[src/rtl/aes_subbytes_seq_if.sv]
// Handshake and sbox-stage bundle for aes_subbytes_seq.
// The slave modport is the block's view; the master modport is the environment's view.
interface aes_subbytes_seq_if;
  logic         in_valid;
  logic         in_ready;
  logic [127:0] in_state;
  logic [7:0]   sbox_x;
  logic         sbox_xv;
  logic [7:0]   sbox_y;
  logic         out_valid;
  logic         out_ready;
  logic [127:0] out_state;
  logic         busy;

  modport slave (
    input  in_valid, in_state, sbox_y, out_ready,
    output in_ready, sbox_x, sbox_xv, out_valid, out_state, busy
  );

  modport master (
    output in_valid, in_state, sbox_y, out_ready,
    input  in_ready, sbox_x, sbox_xv, out_valid, out_state, busy
  );
endinterface

[src/rtl/aes_subbytes_seq.sv]
// Sequential AES SubBytes: streams 16 state bytes through an external sbox with latency SBOX_LAT.
// Define AES_SUBBYTES_SHIFTROWS_EN to fold ShiftRows into the result byte placement.
module aes_subbytes_seq #(
  parameter int SBOX_LAT = 1
) (
  input logic               clk,
  input logic               rst,
  aes_subbytes_seq_if.slave bus
);

  typedef enum logic [1:0] {
    IDLE  = 2'd0,
    ISSUE = 2'd1,
    DRAIN = 2'd2,
    DONE  = 2'd3
  } state_e;

  state_e       state_q, state_d;
  logic [127:0] data_q, data_d;
  logic [127:0] res_q, res_d;
  logic [127:0] out_q, out_d;
  logic [3:0]   cnt_q, cnt_d;
  logic [7:0]   x_q, x_d;
  logic         xv_q, xv_d;
  logic         in_ready_q, in_ready_d;
  logic         out_valid_q, out_valid_d;
  logic         busy_q, busy_d;
  logic [4:0]   tag_q [SBOX_LAT];
  logic [4:0]   tag_d [SBOX_LAT];
  logic         cap_last_s;

  function automatic logic [7:0] get_byte(input logic [127:0] st, input logic [3:0] k);
    get_byte = st[{~k, 3'b000} +: 8];
  endfunction

  // Output slot for the result of input byte k (column shifted left by its row when enabled).
  function automatic logic [3:0] dest_slot(input logic [3:0] k);
`ifdef AES_SUBBYTES_SHIFTROWS_EN
    dest_slot = {k[3:2] - k[1:0], k[1:0]};
`else
    dest_slot = k;
`endif
  endfunction

  assign cap_last_s = (tag_q[SBOX_LAT-1] == {1'b1, 4'd15});

  // Next-state, issue and capture logic.
  always_comb begin
    state_d     = state_q;
    data_d      = data_q;
    res_d       = res_q;
    out_d       = out_q;
    cnt_d       = cnt_q;
    x_d         = 8'h00;
    xv_d        = 1'b0;
    in_ready_d  = in_ready_q;
    out_valid_d = out_valid_q;
    busy_d      = busy_q;
    tag_d[0]    = {xv_q, cnt_q};
    for (int i = 1; i < SBOX_LAT; i++) begin
      tag_d[i] = tag_q[i-1];
    end
    if (tag_q[SBOX_LAT-1][4]) begin
      res_d[{~dest_slot(tag_q[SBOX_LAT-1][3:0]), 3'b000} +: 8] = bus.sbox_y;
    end else begin
      res_d = res_q;
    end
    case (state_q)
      IDLE: begin
        in_ready_d  = 1'b1;
        out_valid_d = 1'b0;
        busy_d      = 1'b0;
        if (bus.in_valid && in_ready_q) begin
          state_d    = ISSUE;
          data_d     = bus.in_state;
          cnt_d      = 4'd0;
          x_d        = get_byte(bus.in_state, 4'd0);
          xv_d       = 1'b1;
          in_ready_d = 1'b0;
          busy_d     = 1'b1;
        end else begin
          state_d = IDLE;
        end
      end
      ISSUE: begin
        if (cnt_q == 4'd15) begin
          state_d = DRAIN;
        end else begin
          cnt_d = cnt_q + 4'd1;
          x_d   = get_byte(data_q, cnt_q + 4'd1);
          xv_d  = 1'b1;
        end
      end
      DRAIN: begin
        if (cap_last_s) begin
          state_d     = DONE;
          out_d       = res_d;
          out_valid_d = 1'b1;
        end else begin
          state_d = DRAIN;
        end
      end
      DONE: begin
        if (bus.out_ready) begin
          state_d     = IDLE;
          out_valid_d = 1'b0;
          in_ready_d  = 1'b1;
          busy_d      = 1'b0;
        end else begin
          state_d = DONE;
        end
      end
      default: begin
        state_d     = IDLE;
        in_ready_d  = 1'b0;
        out_valid_d = 1'b0;
        busy_d      = 1'b0;
      end
    endcase
  end

  // State and registered outputs; reset abandons any operation and clears the tags.
  always_ff @(posedge clk or negedge rst) begin
    if (!rst) begin
      state_q     <= IDLE;
      data_q      <= 128'd0;
      res_q       <= 128'd0;
      out_q       <= 128'd0;
      cnt_q       <= 4'd0;
      x_q         <= 8'h00;
      xv_q        <= 1'b0;
      in_ready_q  <= 1'b0;
      out_valid_q <= 1'b0;
      busy_q      <= 1'b0;
      for (int i = 0; i < SBOX_LAT; i++) begin
        tag_q[i] <= 5'd0;
      end
    end else begin
      state_q     <= state_d;
      data_q      <= data_d;
      res_q       <= res_d;
      out_q       <= out_d;
      cnt_q       <= cnt_d;
      x_q         <= x_d;
      xv_q        <= xv_d;
      in_ready_q  <= in_ready_d;
      out_valid_q <= out_valid_d;
      busy_q      <= busy_d;
      for (int i = 0; i < SBOX_LAT; i++) begin
        tag_q[i] <= tag_d[i];
      end
    end
  end

  assign bus.in_ready  = in_ready_q;
  assign bus.sbox_x    = x_q;
  assign bus.sbox_xv   = xv_q;
  assign bus.out_valid = out_valid_q;
  assign bus.out_state = out_q;
  assign bus.busy      = busy_q;

endmodule
[src/flat_wrapper.sv]
// flat-port wrapper written by rule: the top's interface ports become plain ports
module aes_subbytes_seq_flat 
#(
  parameter int SBOX_LAT = 1
)
  (clk, rst, bus_in_valid, bus_in_state, bus_sbox_y, bus_out_ready, bus_in_ready, bus_sbox_x, bus_sbox_xv, bus_out_valid, bus_out_state, bus_busy);
  aes_subbytes_seq_if bus_i ();
  input logic clk;
  input logic rst;
  input wire logic [$bits(bus_i.in_valid)-1:0] bus_in_valid;
  input wire logic [$bits(bus_i.in_state)-1:0] bus_in_state;
  input wire logic [$bits(bus_i.sbox_y)-1:0] bus_sbox_y;
  input wire logic [$bits(bus_i.out_ready)-1:0] bus_out_ready;
  output wire logic [$bits(bus_i.in_ready)-1:0] bus_in_ready;
  output wire logic [$bits(bus_i.sbox_x)-1:0] bus_sbox_x;
  output wire logic [$bits(bus_i.sbox_xv)-1:0] bus_sbox_xv;
  output wire logic [$bits(bus_i.out_valid)-1:0] bus_out_valid;
  output wire logic [$bits(bus_i.out_state)-1:0] bus_out_state;
  output wire logic [$bits(bus_i.busy)-1:0] bus_busy;
  assign bus_i.in_valid = bus_in_valid;
  assign bus_i.in_state = bus_in_state;
  assign bus_i.sbox_y = bus_sbox_y;
  assign bus_i.out_ready = bus_out_ready;
  assign bus_in_ready = bus_i.in_ready;
  assign bus_sbox_x = bus_i.sbox_x;
  assign bus_sbox_xv = bus_i.sbox_xv;
  assign bus_out_valid = bus_i.out_valid;
  assign bus_out_state = bus_i.out_state;
  assign bus_busy = bus_i.busy;
  aes_subbytes_seq #(.SBOX_LAT(SBOX_LAT)) u_core (.clk(clk), .rst(rst), .bus(bus_i));
endmodule
[config.mk]
export PLATFORM = sky130hd
export DESIGN_NAME = aes_subbytes_seq_flat
export DESIGN_NICKNAME = d
export VERILOG_FILES = /design/src/rtl/aes_subbytes_seq_if.sv /design/src/rtl/aes_subbytes_seq.sv /design/src/flat_wrapper.sv
export SDC_FILE = /design/constraint.sdc
export NUM_CORES = 1
export LEC_CHECK = 0
export ABC_AREA = 0
export CAP_MARGIN = 20
export CORE_MARGIN = 5
export CORE_UTILIZATION = 40
export DETAILED_ROUTE_END_ITERATION = 10
export PLACE_DENSITY = 0.72
export SYNTH_ARGS = -nofsm -noshare
export SYNTH_HDL_FRONTEND = slang
export SYNTH_SLANG_ARGS = --single-unit
[constraint.sdc]
create_clock -name clk -period 3.2 [get_ports clk]
set_clock_uncertainty 0.15 [all_clocks]
set_input_delay 0.48 -clock clk [delete_from_list [all_inputs] [get_ports clk]]
set_output_delay 0.48 -clock clk [all_outputs]
set_load 0.01 [all_outputs]
==> out/metrics.yaml, run 1 <==
sta:
  maxSlewViolCount: 0
  slew_headroom: 0.422
  tns_ns: 0
  fin_crit_sh: 0.846
  setup_viol: 0
  fin_crit_ns: 2.71
  worst_pin_slew_ns: 0.867
  achievable-frequency_mhz: 369
  hold_viol: 0
  rsz0062_at_grt: "no"
worst_setup_path:
  worst-r2r-cell-count: 5
  end_kind: "register"
  worstSetupStartpointType: "register"
  critPathArrivalTime_ns: 2.99
  crit_path_top_delay_cell: "dfrtp_1"
  path_class: "reg2reg"
  rrSetupSlack_ns: 0.49
  crit_fanout: 93
  reg2reg_from: "u_core.tag_q[0]"
  cp.required_ns: 3.49
  path_cells: "ha_1, nand4_1, nor3b_2, buf_12, mux2_2"
  reg2reg_to: "u_core.bus.out_state[117]"
  max_stage_delay_ns: 0.52
worst_hold_path:
  hold_depth: 0
  hold_path.class: "reg2reg"
  min_from: "u_core.bus.sbox_xv"
  hold_end: "u_core.tag_q[4]"
finish:
  area_growth_pct: 30.0
  antenna_cells: 0
  drive_above_1_share: 0.197
  nets: 1903
  fillers: 3661
  post-route-util: 0.523
routing:
  drt-vias-per-instance: 4.99
  postRouteAntennaNets: 0
  drc: 0
  initialDrtViolationCount: 830
  routed_wl_mm: 44.0
  post_drt_wl_per_cell_um: 18.8
  drt-pass1-iter-count: 5
  vias: 11600
logic_synthesis:
  syn-cell-area_sq_um: 16800
  seq_area_frac_synth: 0.608
  synthCells: 1481
  avgSynthCellArea_sq_um: 11.3
  yosysWarnings: 0
  async_flop_share: 1.00
  synth_enable_flop_cells: 0
  synth_seq_cells: 407
  ys.flop_type: "dfrtp_1"
  ys_types: 48
  syn_nets: 1625
pwr:
  ir_worst_vdd_mv: 0.367
  power_leakage_nw: 10.6
  power_density_nw_per_um2: 809
  power.total_mw: 17.6
grt:
  grt_max_degree: 129
  grt_pass1_wl_mm: 70.5
  grt_overflow_total: 0
  antenna_found_initial: 1
  grt_pass1_vias: 12300
  grtUsageTotal: 0.191
outcome:
  status: "finished, final reports clean"
clock_tree:
  cts_resized: 0
  htreeDepth: 2
  clk_pin_slew_ns: 0.06
  cts_made_buffers: 44
  clk_latency_ns: 0.55
  clock_path_buffers: 3
  clock-sinks: 407
  cts_root_buf: "clkbuf_16"
  tritoncts: "built"
floorplan:
  die_x_um: 215
  initial_core_util: 0.402
  io_pins: 280
  die-area_sq_um: 46100
  die_y_um: 215
  core_sq_um: 41700
  rows: 75
placed_design:
  place.gp.congestion: 0.824
  dp_hpwl_mm: 31.1
  port_buffers: 279
run:
  cap_violations: 0
## where the power goes
| part | internal, mW | switching [mW] | total (mW) |
|---|---|---|---|
| clock | 3.16 | 2.08 | 5.23 |
| combinational | 2.40 | 2.58 | 4.98 |
| sequential | 6.58 | 0.842 | 7.43 |
## layer usage
metal / track usage / wire length [um] / up-vias
met5: 0 / 14 / -
met4: 0.0391 / 738 / 2
met3: 0.0546 / 3060 / 53
met2: 0.321 / 21600 / 353
met1: 0.251 / 18500 / 5827
li1: - / - / 5411
## state kept, by name, summed over array words and instances, names as in the netlist
name	count
u_core.bus.out_state	128
u_core.bus.sbox_x	8
u_core.data_q	128
u_core.bus.sbox_xv	1
u_core.cnt_q	4
u_core.state_q	2
u_core.res_q	128
u_core.bus.busy	1
u_core.tag_q	5
u_core.bus.in_ready	1
u_core.bus.out_valid	1
## synthesized netlist by cell type (3+ instances only)
cell type	number	area share
buf_1	8	0.0018
mux2i_1	4	0.0024
o31ai_1	8	0.0036
nor2_2	3	0.0011
nor2_4	4	0.0027
xor2_1	3	0.0016
nand3_2	3	0.0018
nand2_1	591	0.13
buf_2	20	0.0060
o311ai_1	4	0.0021
ha_1	4	0.0030
mux4_2	30	0.040
nand3_1	29	0.0087
nor3_1	3	0.00090
nor2_1	39	0.0087
and3_1	9	0.0034
buf_4	12	0.0054
inv_1	13	0.0029
mux2_2	191	0.13
o21ai_0	5	0.0015
o311ai_0	3	0.0016
clkbuf_1	41	0.0092
and2_1	4	0.0015
or3b_1	3	0.0016
dfrtp_1	407	0.61
nor2b_1	11	0.0041
## cells in the final DEF (no fill, tap or decap), types with 11 or more instances in the layout
| master | synthesis | final |
|---|---|---|
| nand2_1 | 591 | 591 |
| dfrtp_1 | 407 | 406 |
| clkdlybuf4s50_1 | 0 | 278 |
| mux2_2 | 191 | 191 |
| clkbuf_16 | 0 | 45 |
| nor2_1 | 39 | 39 |
| mux4_2 | 30 | 30 |
| nand3_1 | 29 | 28 |
| buf_4 | 12 | 25 |
| inv_1 | 13 | 13 |
| nor2b_1 | 11 | 11 |
| buf_12 | 0 | 11 |
## stage by stage
step | std cells | setup slack, ns | hold slack [ns] | instance area, sq um
floorplan | 1481 | 0.514 | 0.0344 | 16800
global placement | 2251 | 0.578 | 0.215 | 20300
detailed placement | 2251 | 0.505 | 0.223 | 20300
CTS | 2334 | 0.464 | 0.237 | 21800
global route | 2334 | 0.343 | 0.249 | 21800
finish | 2334 | 0.494 | 0.231 | 21800
## critical path: cells and delay by family, from the launching register on
kind / cells / cell delay, ns
flops: 1 / 0.52
mux: 1 / 0.39
fa+ha+maj: 1 / 0.35
simple gates: 2 / 0.68
buf+inv: 1 / 0.41
## repair_timing
action                    CTS  global route
hold buffers                1             0
buffers inserted            0             0
hold endpoints to repair   70             0
## cells by family (layout without fill, tap and decap cells)
logic type                 after synthesis  after routing  share of synthesized area
DFF                                    407            407                      0.608
muxes                                  227            227                      0.173
and+or+nand+nor                        707            707                      0.170
adders and majority gates                4              4                    0.00299
AOI/OAI and AO/OA                       32             32                     0.0146
xor gates and xnor gates                 6              6                    0.00403
buffers and inverters                   98            412                     0.0271
## worst max-delay path by stage
stage / start / endpoint / depth (start not counted) / slack, ns
CTS: u_core.tag_q[0] / u_core.bus.out_state[113] / 5 / 0.46
detailed placement: u_core.tag_q[0] / u_core.bus.out_state[117] / 5 / 0.50
global placement: u_core.tag_q[1] / u_core.bus.out_state[115] / 5 / 0.58
global route: u_core.tag_q[0] / u_core.bus.out_state[98] / 5 / 0.34
floorplan: u_core.tag_q[0] / u_core.bus.out_state[0] / 9 / 0.51
finish: u_core.tag_q[0] / u_core.bus.out_state[117] / 5 / 0.49
## layout make-up
cell class | instances | area [sq um] | share of cell area
Sequential cell | 407 | 10200 | 0.468
Multi-Input combinational cell | 976 | 6150 | 0.282
Tap cell | 539 | 674 | 0.0310
Timing Repair Buffer | 316 | 3220 | 0.148
Clock inverter | 17 | 208 | 0.00953
Clock buffer | 65 | 1300 | 0.0597
Inverter | 14 | 52.6 | 0.00241
Power figures use the tool's default switching activity.
==> run 2, diff against run 1 <==
==> constraint.sdc (replaced) <==
create_clock -name clk -period 2.8 [get_ports clk]
set_clock_uncertainty 0.15 [all_clocks]
set_input_delay 0.42 -clock clk [delete_from_list [all_inputs] [get_ports clk]]
set_output_delay 0.42 -clock clk [all_outputs]
set_load 0.01 [all_outputs]
==> out/metrics.yaml, run 2 (synthesized netlist as in run 1, its figures left out) <==
outcome:
  status: "finished, final reports clean"
sta:
  setup_viol: 0
  fin_crit_ns: 2.59
  worst_pin_slew_ns: 0.638
  maxSlewViolCount: 0
  slew_headroom: 0.574
  achievable-frequency_mhz: 386
  hold_viol: 0
  worst_hold_slack_ns: 0.231
  tns_ns: 0
  rsz0062_at_grt: "no"
  fin_crit_sh: 0.926
pwr:
  ir_worst_vdd_mv: 0.432
  power_density_nw_per_um2: 915
  power_leakage_nw: 10.6
worst_setup_path:
  endpoint: "u_core.bus.out_state[78]"
  worst-r2r-cell-count: 7
  cp.required_ns: 3.09
  reg2reg_to: "u_core.bus.out_state[78]"
  critPathArrivalTime_ns: 2.89
  startpoint: "u_core.tag_q[1]"
  end_kind: "register"
  crit_fanout: 12
  worstSetupStartpointType: "register"
  rrSetupSlack_ns: 0.21
  reg2reg_from: "u_core.tag_q[1]"
  path_class: "reg2reg"
floorplan:
  die-area_sq_um: 46100
  die_x_um: 215
  initial_core_util: 0.402
  rows: 75
  core_sq_um: 41700
  io_pins: 280
  die_y_um: 215
grt:
  grt_max_degree: 129
  grtUsageTotal: 0.192
  grt_pass1_vias: 12200
  grt_pass1_wl_mm: 70.6
  antenna_found_initial: 3
  grt_overflow_total: 0
finish:
  nets: 1916
  drive_above_1_share: 0.204
  area_growth_pct: 30.4
  final_common_cell: "nand2_1"
  final_cell_mix: "591 x nand2_1, 406 x dfrtp_1, 278 x clkdlybuf4s50_1"
  fillers: 3630
placed_design:
  port_buffers: 279
  dp_hpwl_mm: 31.3
  place.gp.congestion: 0.857
routing:
  postRouteAntennaNets: 0
  drt-vias-per-instance: 4.98
  drc: 0
  vias: 11700
  drt-pass1-iter-count: 5
  routed_wl_mm: 44.4
  initialDrtViolationCount: 698
  post_drt_wl_per_cell_um: 18.9
run:
  cap_violations: 0
worst_hold_path:
  hold_path.class: "reg2reg"
  min_from: "u_core.bus.sbox_xv"
clock_tree:
  clk_pin_slew_ns: 0.06
  clock_path_buffers: 3
  cts_root_buf: "clkbuf_16"
  htreeDepth: 2
  tritoncts: "built"
  clk_latency_ns: 0.57
  clock-sinks: 407
  cts_made_buffers: 44
[run 2: worst min-delay path by stage]
stage / slack [ns] / cells past startpoint / end
2_1_floorplan: -0.03 / 0 / u_core.bus.busy
3_3_place_gp: 0.21 / 0 / u_core.tag_q[4]
3_5_place_dp: 0.22 / 0 / u_core.tag_q[4]
4_1_cts: 0.20 / 3 / u_core.data_q[88]
5_1_grt: 0.22 / 3 / u_core.data_q[81]
6_report: 0.23 / 0 / u_core.tag_q[4]
[run 2: power by group]
group	switching (mW)	internal, mW	leakage, nW
clock	2.39	3.40	0.721
sequential	0.950	7.52	5.33
combinational	2.98	2.74	4.55
[run 2: layout make-up]
| cell class | count | area [sq um] | area share |
|---|---|---|---|
| multi-input combinational | 976 | 6150 | 0.282 |
| antenna | 1 | 2.50 | 0.000115 |
| inverter | 14 | 52.6 | 0.00241 |
| sequential | 407 | 10200 | 0.466 |
| timing repair buffer | 329 | 3310 | 0.152 |
| clock buffer | 65 | 1330 | 0.0610 |
| clock inverter | 16 | 131 | 0.00601 |
| tap | 539 | 674 | 0.0309 |
[run 2: critical path, stage by stage, from the launching register on]
cell     delay [ns]
dfrtp_1        0.51
ha_1           0.34
xor2_1         0.16
buf_4          0.21
nand3_2        0.15
nor2_4         0.28
mux2_2         0.40
mux2_2         0.27
[run 2: through the flow]
| step | setup WS (ns) | utilization | instance area (sq um) | total power, mW | cells |
|---|---|---|---|---|---|
| CTS | 0.154 | 0.523 | 21800 | 20.2 | 2344 |
| global placement | 0.269 | 0.488 | 20300 | 14.1 | 2262 |
| finish | 0.208 | 0.524 | 21800 | 20.0 | 2347 |
| floorplan | 0.114 | - | 16800 | 12.2 | 1481 |
| detailed placement | 0.182 | 0.488 | 20300 | 14.3 | 2262 |
| global route | 0.0288 | 0.524 | 21800 | 21.2 | 2346 |
[run 2: repair_timing]
item                                    in CTS  in global routing
endpoints found under the setup margin       0                 27
endpoints found under the hold margin       58                  0
gates resized for setup                      0                  3
hold buffers                                 1                  0
buffers inserted                             0                  1
[run 2: per-layer routing]
layer / GRT usage / vias to the layer above / part of all wire
li1: - / 5461 / -
met1: 0.250 / 5794 / 0.42
met2: 0.319 / 346 / 0.49
met3: 0.0542 / 72 / 0.070
met4: 0.0500 / 4 / 0.022
met5: 0 / - / 0.00043
==> run 3, diff against run 2 <==
--- a/config.mk
+++ b/config.mk
@@ -9,6 +9,7 @@
 export CAP_MARGIN = 20
 export CORE_MARGIN = 5
 export CORE_UTILIZATION = 40
+export CTS_CLUSTER_SIZE = 12
 export DETAILED_ROUTE_END_ITERATION = 10
 export PLACE_DENSITY = 0.72
 export SYNTH_ARGS = -nofsm -noshare
==> out/metrics.yaml, run 3 (synthesized netlist as in run 1, its figures left out) <==
outcome:
  status: "finished, final reports clean"
worst_setup_path:
  critPathArrivalTime_ns: 2.90
  cp.required_ns: 3.10
  crit_fanout: 12
  worstSetupStartpointType: "register"
  path_class: "reg2reg"
  end_kind: "register"
routing:
  wl_met2_mm: 21.7
  vias: 11600
  drt-pass1-iter-count: 5
  dr_wl_met3_mm: 3.00
  routed_wl_mm: 44.4
  post_drt_wl_per_cell_um: 19.0
  drt-vias-per-instance: 4.97
  drc: 0
  initialDrtViolationCount: 674
  postRouteAntennaNets: 0
  top_layer: "met5"
  routedLengthMet1_mm: 18.6
clock_tree:
  htreeDepth: 2
  cts_root_buf: "clkbuf_16"
  clk_pin_slew_ns: 0.06
  clock_path_buffers: 3
  clk_latency_ns: 0.57
  cts_made_buffers: 44
  clock-sinks: 407
  tritoncts: "built"
placed_design:
  place.gp.congestion: 0.857
  port_buffers: 279
  dp_hpwl_mm: 31.3
finish:
  fillers: 3633
  area_growth_pct: 29.7
  nets: 1916
  drive_above_1_share: 0.198
  final_cell_mix: "591 x nand2_1, 406 x dfrtp_1, 278 x clkdlybuf4s50_1"
  final_common_cell: "nand2_1"
pwr:
  ir_worst_vdd_mv: 0.418
  power_leakage_nw: 10.5
  power_density_nw_per_um2: 907
sta:
  achievable-frequency_mhz: 385
  rsz0062_at_grt: "no"
  fin_crit_sh: 0.927
  tns_ns: 0
  worst_pin_slew_ns: 0.647
  worst_hold_slack_ns: 0.201
  maxSlewViolCount: 0
  slew_headroom: 0.569
  hold_viol: 0
  setup_viol: 0
  fin_crit_ns: 2.60
grt:
  grt_max_degree: 129
  grt_pass1_vias: 12300
  antenna_found_initial: 3
  grt_overflow_total: 0
  grtUsageTotal: 0.192
  grt_pass1_wl_mm: 70.8
floorplan:
  rows: 75
  die-area_sq_um: 46100
  initial_core_util: 0.402
  die_y_um: 215
  die_x_um: 215
  io_pins: 280
  core_sq_um: 41700
run:
  cap_violations: 0
worst_hold_path:
  hold_path.class: "reg2reg"
## run 3: cell count changes in the layout (fill, tap and decap cells not counted), sizes merged
cell      change
clkinvlp      -3
inv           +1
clkinv        -4
## run 3: final cells by class
type                            instances  area (sq um)  area share
Timing Repair Buffer                  329          3310       0.152
Inverter                               14          52.6     0.00242
Tap cell                              539           674      0.0310
Sequential cell                       407         10200       0.469
Clock buffer                           65          1250      0.0575
Clock inverter                         10          97.6     0.00449
Antenna cell                            1          2.50    0.000115
Multi-Input combinational cell        976          6150       0.283
## run 3: per-stage QoR
stage / setup slack [ns] / area [sq um] / std cells / power [mW] / utilization
finish: 0.203 / 21700 / 2341 / 19.7 / 0.522
global route: 0.0249 / 21700 / 2340 / 20.9 / 0.522
CTS: 0.160 / 21700 / 2338 / 19.9 / 0.521
detailed placement: 0.182 / 20300 / 2262 / 14.3 / 0.488
global placement: 0.269 / 20300 / 2262 / 14.1 / 0.488
floorplan: 0.114 / 16800 / 1481 / 12.2 / -
## run 3: power breakdown
group | internal (mW) | total (mW) | switching [mW]
Sequential | 7.53 | 8.48 | 0.953
Combinational | 2.74 | 5.72 | 2.98
Clock | 3.18 | 5.51 | 2.33
Total | 13.4 | 19.7 | 6.27
## run 3: timing repair
item	4_1_cts	5_1_grt
endpoints found under the hold margin	58	0
hold buffers	1	0
buffers inserted	0	1
endpoints found under the setup margin	0	5
gates resized for setup	0	3
## run 3: worst paths after layout
| kind | endpoint | slack (ns) | from | cells past startpoint |
|---|---|---|---|---|
| min | u_core.tag_q[4] | 0.20 | u_core.bus.sbox_xv | 0 |
| min reg2reg | u_core.tag_q[4] | 0.20 | u_core.bus.sbox_xv | 0 |
| max | u_core.bus.out_state[78] | 0.20 | u_core.tag_q[1] | 7 |
| max reg2reg | u_core.bus.out_state[78] | 0.20 | u_core.tag_q[1] | 7 |
| max in group asynchronous | u_core.data_q[11] | 1.25 | rst | 3 |
| min in group asynchronous | u_core.res_q[101] | 0.28 | rst | 2 |
## run 3: worst max-delay path: stages, from the launching register on
cell and delay [ns]:
dfrtp_1 0.51, ha_1 0.34, xor2_1 0.16, buf_4 0.21, nand3_2 0.15, nor2_4 0.28, mux2_2 0.39, mux2_2 0.27
## run 3: per-layer routing
layer	global-route usage	vias up
met2	0.319	356
li1	-	5431
met1	0.250	5763
met4	0.0550	4
met3	0.0529	71
met5	0	-
==> RTL edit, RTL diff (config.mk and constraints of run 2) <==
The option `AES_SUBBYTES_SHIFTROWS_EN` is turned on by a define.
--- a/src/rtl/aes_subbytes_seq.sv
+++ b/src/rtl/aes_subbytes_seq.sv
@@ -1,5 +1,7 @@
 // Sequential AES SubBytes: streams 16 state bytes through an external sbox with latency SBOX_LAT.
 // Define AES_SUBBYTES_SHIFTROWS_EN to fold ShiftRows into the result byte placement.
+`define AES_SUBBYTES_SHIFTROWS_EN
+
 module aes_subbytes_seq #(
   parameter int SBOX_LAT = 1
 ) (
Check against the original RTL: no difference found for any inputs over 10 cycles, from zero or initial values and one cycle with rst low; that may be too few to reach the edited logic, so the function may still have changed.
==> RTL edit against run 2 <==
Total power increased by 3.6%; global-route usage is 0.084 points higher; synthesized cell count decreased by 3.0%; sequential power is 1% lower; worst setup slack got worse by 0.060 ns; wire length fell by 0.84%; sequential cell count unchanged; cell area down 0.57%; first-iteration DRC count grew 19%; area after synthesis decreased by 0.81%.
==> RTL edit: results (changes against run 2) <==
| Metric | Value |
|---|---|
| Initial antenna violation count | 1 (was 3) |
| Htree depth | 2 (unchanged) |
| Worst vdd ir | 0.529 mV (was 0.432 mV) |
| Reg2reg setup slack | 0.15 ns (was 0.21 ns) |
| Num CTS Buffers | 43 (was 44) |
| Status | finished, final reports clean (unchanged) |
| Largest net degree at the start of global routing | 131 (was 129) |
| Syn_nets | 1582 (was 1625) |
| Initial drt markers | 834 (was 698) |
| Drt pass-1 iters | 7 (was 5) |
| Worst Hold Class | input pin to register (was register to register) |
| Final Wtd Congestion | 0.818 (was 0.857) |
| Register area share after synthesis | 61.3% (was 60.8%) |
| Share of post-route cells with drive strength above 1 | 17.5% (was 20.4%) |
| R2R cell count | 8 (was 7) |
| Crit path DAT | 2.94 ns (was 2.89 ns) |
| Hpwl dp | 30000 µm (was 31300 µm) |
| Worst slew pin tran | 0.704 ns (was 0.638 ns) |
| Global-route wire length before repair | 69300 µm (was 70600 µm) |
| CP peak stage delay | 0.44 ns (was 0.51 ns) |
| Synth cell types | 55 (was 48) |
| Synth area leaders | dfrtp_1 61%, nand2_1 11%, mux2_2 7.7% (was dfrtp_1 61%, nand2_1 13%, mux2_2 13%) |
| Top cells by count, synth | 492 x nand2_1, 407 x dfrtp_1, 113 x mux2_2, 58 x clkbuf_1, 49 x a22o_1 (was 591 x nand2_1, 407 x dfrtp_1, 191 x mux2_2, 41 x clkbuf_1, 39 x nor2_1) |
| Leakage | 10.3 nW (was 10.6 nW) |
| Port bufs | 279 (unchanged) |
| CP max-delay cell | o21ai_2 (was dfrtp_1) |
| CP Max Fanout | 10 (was 12) |
| Final #Nets | 1880 (was 1916) |
| ANT cells | 0 (was 1) |
| Avg WL per Cell | 19.2 µm (was 18.9 µm) |
| GRT Total Usage | 19.3% (was 19.2%) |
| Prevailing post-synth register cell | dfrtp_1 (unchanged) |
-- RTL edit: cell count changes in the layout (fill, tap and decap cells not counted), moves of 16 or more --
cell,before,now
nand2_1,591,492
mux2_2,191,113
a22o_1,2,49
a31oi_1,2,24
a32o_1,0,16
-- RTL edit: through the flow --
step	worst slack, ns	cell area [µm²]	std cells	hold slack [ns]	utilization, %
finish	0.148	21700	2294	0.236	53.1
global route	0.0285	21700	2294	0.226	53.1
CTS	0.0219	21700	2292	0.202	53.0
detailed placement	0.0316	20300	2218	0.220	49.6
global placement	0.132	20300	2218	0.219	49.6
floorplan	0.167	16600	1436	-0.0256	-
-- RTL edit: cells by family (layout without fill, tap and decap cells) --
family | count (synthesis) | in the layout | synth area share (%)
simple gates | 599 | 599 | 14.4
flops | 407 | 407 | 61.3
xor+xnor | 6 | 6 | 0.407
compound gates | 164 | 164 | 8.14
buf+inv | 99 | 425 | 2.53
mux | 155 | 155 | 12.8
fa+ha+maj | 6 | 6 | 0.452
-- RTL edit: layer usage --
layer / track usage, % / part of all wire (%)
met5: 0 / 0.025
met4: 6.45 / 2.6
met3: 4.20 / 6.9
met2: 31.7 / 49
met1: 25.6 / 42
-- RTL edit: what timing repair did --
| item | in CTS | in global routing |
|---|---|---|
| gates resized for setup | 1 | 5 |
| endpoints found under the hold margin | 50 | 0 |
| pin swaps | 0 | 2 |
| setup endpoints to repair | 1 | 47 |
| setup buffers | 0 | 2 |
| hold buffers | 1 | 0 |
-- RTL edit: path summary, 6_finish.rpt --
path	end	startpoint
min in group asynchronous	u_core.res_q[68]	rst
max in group asynchronous	u_core.data_q[47]	rst
max	u_core.bus.out_state[39]	u_core.tag_q[0]
min	u_core.data_q[78]	bus_in_state[78]
max reg2reg	u_core.bus.out_state[39]	u_core.tag_q[0]
min reg2reg	u_core.tag_q[4]	u_core.bus.sbox_xv
-- RTL edit: area by class of cell --
class | count | area, µm²
fillers | 3475 | 19200
flip-flops and latches | 407 | 10200
multi-input cells | 930 | 6070
repair buffers | 338 | 3390
clock buffers | 55 | 1170
well taps | 532 | 666
clock inverters | 18 | 184
inverters | 14 | 52.6
-- RTL edit: power breakdown --
part           internal, mW  switching [mW]  leakage [nW]
Combinational          3.11            3.70          4.47
Sequential             7.57           0.779          5.20
Clock                  3.23            2.31         0.676
Total                  13.9            6.79          10.3
-- RTL edit: worst reg2reg max path, stage by stage (launching register included) --
cell and delay, ns:
dfrtp_1 0.38, buf_4 0.18, ha_1 0.22, buf_4 0.17
nand3b_1 0.18, mux2i_1 0.12, o21ai_2 0.44, mux2_2 0.42
mux2_2 0.26
